$ cat src/rtl/asu_writeback_stage.sv
// Writeback stage for the SAYAC add/subtract unit: derives Z/N/C/V for each result,
// buffers results in a 2-entry FIFO, and keeps the architectural flags and overflow trap.
module asu_writeback_stage #(
   parameter int WIDTH   = 16,
   parameter int REGADDR = 4
) (
   input  logic               clk,
   input  logic               rst,
   input  logic               in_valid,
   output logic               in_ready,
   input  logic [WIDTH-1:0]   asu_in1,
   input  logic [WIDTH-1:0]   asu_in2,
   input  logic [WIDTH-1:0]   asu_result,
   input  logic               arith_add,
   input  logic               arith_sub,
   input  logic [REGADDR-1:0] dest_in,
   input  logic               flush,
   input  logic               trap_en,
   output logic               wb_valid,
   input  logic               wb_ready,
   output logic [WIDTH-1:0]   wb_data,
   output logic [REGADDR-1:0] wb_dest,
   output logic [3:0]         wb_flags,
   output logic [3:0]         flag_reg,
   output logic               ovf_trap
);

   logic [WIDTH-1:0]   data_q  [2];
   logic [WIDTH-1:0]   data_d  [2];
   logic [REGADDR-1:0] dest_q  [2];
   logic [REGADDR-1:0] dest_d  [2];
   logic [3:0]         flags_q [2];
   logic [3:0]         flags_d [2];
   logic               wr_ptr_q, wr_ptr_d;
   logic               rd_ptr_q, rd_ptr_d;
   logic [1:0]         count_q, count_d;
   logic [3:0]         flag_reg_q, flag_reg_d;
   logic               ovf_trap_q, ovf_trap_d;

   logic               push, pop;
   logic               in_msb1, in_msb2, res_msb;
   logic               flag_c, flag_v;
   logic [3:0]         new_flags;

   assign in_ready = (count_q < 2'd2);
   assign wb_valid = (count_q != 2'd0);
   assign wb_data  = wb_valid ? data_q[rd_ptr_q]  : '0;
   assign wb_dest  = wb_valid ? dest_q[rd_ptr_q]  : '0;
   assign wb_flags = wb_valid ? flags_q[rd_ptr_q] : '0;
   assign flag_reg = flag_reg_q;
   assign ovf_trap = ovf_trap_q;

   assign push = in_valid && in_ready;
   assign pop  = wb_valid && wb_ready;

   assign in_msb1 = asu_in1[WIDTH-1];
   assign in_msb2 = asu_in2[WIDTH-1];
   assign res_msb = asu_result[WIDTH-1];

   always_comb begin
      flag_c = 1'b0;
      flag_v = 1'b0;
      // Carry-out of in1+in2 shows up as the WIDTH-bit wrapped sum falling below in1
      if (arith_add) begin
         flag_c = ((asu_in1 + asu_in2) < asu_in1);
         flag_v = (in_msb1 == in_msb2) && (res_msb != in_msb1);
      end else if (arith_sub) begin
         flag_c = (asu_in1 < asu_in2);
         flag_v = (in_msb1 != in_msb2) && (res_msb != in_msb1);
      end
      new_flags = {(asu_result == '0), res_msb, flag_c, flag_v};
   end

   always_comb begin
      data_d     = data_q;
      dest_d     = dest_q;
      flags_d    = flags_q;
      wr_ptr_d   = wr_ptr_q;
      rd_ptr_d   = rd_ptr_q;
      count_d    = count_q;
      flag_reg_d = flag_reg_q;
      ovf_trap_d = 1'b0;
      if (flush) begin
         wr_ptr_d = 1'b0;
         rd_ptr_d = 1'b0;
         count_d  = '0;
      end else begin
         if (push) begin
            data_d[wr_ptr_q]  = asu_result;
            dest_d[wr_ptr_q]  = dest_in;
            flags_d[wr_ptr_q] = new_flags;
            wr_ptr_d          = ~wr_ptr_q;
         end
         if (pop) begin
            flag_reg_d = flags_q[rd_ptr_q];
            ovf_trap_d = flags_q[rd_ptr_q][0] && trap_en;
            rd_ptr_d   = ~rd_ptr_q;
         end
         count_d = count_q + 2'(push) - 2'(pop);
      end
   end

   always_ff @(posedge clk or negedge rst) begin
      if (!rst) begin
         data_q     <= '{default: '0};
         dest_q     <= '{default: '0};
         flags_q    <= '{default: '0};
         wr_ptr_q   <= 1'b0;
         rd_ptr_q   <= 1'b0;
         count_q    <= '0;
         flag_reg_q <= '0;
         ovf_trap_q <= 1'b0;
      end else begin
         data_q     <= data_d;
         dest_q     <= dest_d;
         flags_q    <= flags_d;
         wr_ptr_q   <= wr_ptr_d;
         rd_ptr_q   <= rd_ptr_d;
         count_q    <= count_d;
         flag_reg_q <= flag_reg_d;
         ovf_trap_q <= ovf_trap_d;
      end
   end

endmodule

$ cat config.mk
export PLATFORM = sky130hd
export DESIGN_NAME = asu_writeback_stage
export DESIGN_NICKNAME = d
export VERILOG_FILES = /design/src/rtl/asu_writeback_stage.sv
export SDC_FILE = /design/constraint.sdc
export NUM_CORES = 1
export LEC_CHECK = 0
export ABC_AREA = 1
export ABC_CLOCK_PERIOD_IN_PS = 5400
export BUFFER_PORTS_ARGS = -buffer_cell sky130_fd_sc_hd__buf_4
export CAP_MARGIN = 20
export CORE_AREA = 2 2 86 88
export DETAILED_ROUTE_END_ITERATION = 10
export DIE_AREA = 0 0 88 90
export PLACE_DENSITY = 0.84
export SKIP_LAST_GASP = 1
export SLEW_MARGIN = 10
export SYNTH_ARGS = -nofsm -noshare
export SYNTH_HDL_FRONTEND = slang
export SYNTH_SLANG_ARGS = --single-unit
$ cat constraint.sdc
create_clock -name clk -period 5.4 [get_ports clk]
set_clock_uncertainty 0.2 [all_clocks]
set_input_delay 0.81 -clock clk [delete_from_list [all_inputs] [get_ports clk]]
set_output_delay 0.81 -clock clk [all_outputs]
set_load 0.03 [all_outputs]
==> results.cfg <==
[clock_network]
numClockSinks = 55
cts_tree = built
htree_levels = 2
ctsRootBufferMaster = clkbuf_8
clk_pin_slew_worst_paths_ns = 0.10
clockBufferDepth = 2
clock_latency_ns = 0.32
postCtsHoldBufs = 0
cts_resized = 0
cts_buffers = 5
post_cts_buffers = 0

[sta]
tns_ns = 0
period_needed_ns = 3.11
setup_slack_ns = 2.29
finalSetupViolCount = 0
worst_pin_slew_ns = 1.14
grt_setup_unrepaired = false
maxSlewHeadroom_pct = 23.7
finalMaxSlewViolations = 0
finalHoldViolations = 0
fmax_ghz = 0.321
fin_crit_sh_pct = 57.6

[setup_path]
cp-end-kind = primary output
cp_top_family = simple AND/OR/NAND/NOR gates
arrival_ns = 2.10
critPathKind = reg -> out
crit_fanout = 24
crit_chain = nor2_2 > nor2_1 > buf_4
cp-start-kind = register
crit_required_ns = 4.39
cp_slowest_stage_delay_ns = 0.89
crit_buf_inv = 1
cp_slowest_cell = nor2_2

[layout]
n_antenna_cell = 0
final_cell_mix = nand2_1 (139), buf_4 (91), inv_1 (83)
final_util_pct = 69.0
fillCellCount = 607
regArea_mm2 = 0.00138
largest_reg_flops = 30
fin_nets = 734
layout_commonest_cell = nand2_1
drive_gt1_share_pct = 19.7
syn_to_final_growth_pct = 21.3
largest_registers = data_q x30, dest_q x8, flags_q x8
multi_input_area_mm2 = 0.00219
largest-register = data_q
finalNonFillerCells = 728

[drt]
dr_total_vias = 3736
routed_wl_mm = 9.47
drtPass1Iterations = 5
antenna_left = 0
drt-vias-per-instance = 5.13
wire_per_inst_um = 13.0
drt_iter0_markers = 222
drc = 0

[run_status]
status = completed

[power_and_ir_drop]
vdd_drop_max_v = 0.000180
p_clk_share_pct = 15.0
switching_share_pct = 43.9
combPwrFrac_pct = 50.0
power_switching_mw = 0.850
power_leakage_nw = 2.70
p_per_area_mw_per_mm2 = 399
internal_power_mw = 1.09
power.share.sequential_pct = 35.1

[run]
maxCapViolations = 0

[placed_design]
dp_slack_ns = 2.03
hpwl_mm = 7.24
dp_cells = 720
port_buffers = 90
place.gp.congestion = 0.960

[synth]
syn_area_per_cell_um2 = 7.30
yosys_warnings = 0
synth_cells = 547
synth-edff-count = 0
yosysTopAreaCell = dfrtp_1
async_flop_share_pct = 100
ys_seq_area_share_pct = 34.5
ys_seq_elements = 55
syn_nets = 653
synth.top_cell.area_share_pct = 34.5
syn_area_mm2 = 0.00399
synth_flop_cell = dfrtp_1
yosysUniqueCellTypes = 36
synth_area_leaders = dfrtp_1 (34%), ha_1 (14%), nand2_1 (13%)

[grt]
grt.overflow.total = 0
grtUsageTotal_pct = 24.9
antenna_found_initial = 0
grt_pass1_wl_mm = 15.9
grt_max_degree = 56
grt_pass1_vias = 3576

[floorplan]
die_h_um = 90
core_region_area_mm2 = 0.00702
initial_core_util_pct = 56.9
dieArea_mm2 = 0.00792
fp.dieW_um = 88
boundaryPins = 91
rows = 31

[min_path]
hp-class = reg -> reg
[worst min-delay path, cell delays in order, from the launching register on]
cell and delay [ns]:
dfrtp_1 0.35, nand2_1 0.05, o21ai_0 0.06
[per-stage QoR]
stage          cell area, µm²  hold slack, ns  power (mW)
3_3_place_gp             4720           0.266        1.61
3_5_place_dp             4720           0.265        1.65
5_1_grt                  4850           0.309        2.08
2_1_floorplan            3990           0.248        1.32
6_report                 4850           0.292        1.94
4_1_cts                  4850           0.288        1.94
[worst paths after layout]
check | from | to | slack, ns | cells after the start
hold / removal | data_q[4]$_DFFE_PN0P_ | data_q[4]$_DFFE_PN0P_ | 0.29 | 2
hold reg to reg | data_q[4]$_DFFE_PN0P_ | data_q[4]$_DFFE_PN0P_ | 0.29 | 2
min in group asynchronous | rst | data_q[1]$_DFFE_PN0P_ | 0.33 | 1
setup reg to reg | count_q[1]$_DFF_PN0_ | count_q[1]$_DFF_PN0_ | 2.77 | 9
setup / recovery | count_q[1]$_DFF_PN0_ | wb_data[15] | 2.29 | 3
max in group asynchronous | rst | data_q[29]$_DFFE_PN0P_ | 4.23 | 1
[cells by family (layout without fill, tap and decap cells)]
| family | count (synthesis) | count (layout) | synth area share (%) |
|---|---|---|---|
| simple gates | 210 | 210 | 21.6 |
| flops | 55 | 55 | 34.5 |
| xor+xnor | 14 | 14 | 3.07 |
| compound gates | 108 | 108 | 14.5 |
| fa+ha+maj | 46 | 46 | 14.6 |
| mux | 4 | 4 | 1.00 |
| buf+inv | 110 | 192 | 10.7 |
[metal layers]
metal,global-route usage (%),wire length [µm],vias to the layer above
met5,0,0,-
met4,7.05,208,0
met3,3.76,414,17
met2,42.1,4660,99
met1,32.8,4190,1735
li1,-,-,1885
[cell usage after synthesis (all sizes together) (5+ instances only)]
library cell	count
buf	10
nand2	145
ha	45
xor2	12
dfrtp	55
o21ai	56
nand3	9
nand4	5
nor3	8
nor2	37
clkbuf	7
a21oi	44
inv	93
[power groups by stage]
stage	registers, mW	logic, mW	clock network [mW]
3_3_place_gp	0.672	0.938	0
5_1_grt	0.698	1.07	0.309
4_1_cts	0.677	0.970	0.293
2_1_floorplan	0.680	0.645	0
3_5_place_dp	0.684	0.965	0
6_report	0.679	0.967	0.290
[layout make-up]
type | instances | share of cell area [%]
Sequential cell | 55 | 28.4
Clock inverter | 2 | 0.800
Multi-Input combinational cell | 382 | 45.2
Inverter | 93 | 7.20
Timing Repair Buffer | 91 | 14.1
Clock buffer | 6 | 1.70
Tap cell | 99 | 2.56
Note: power is estimated with default switching activity, not from simulation.
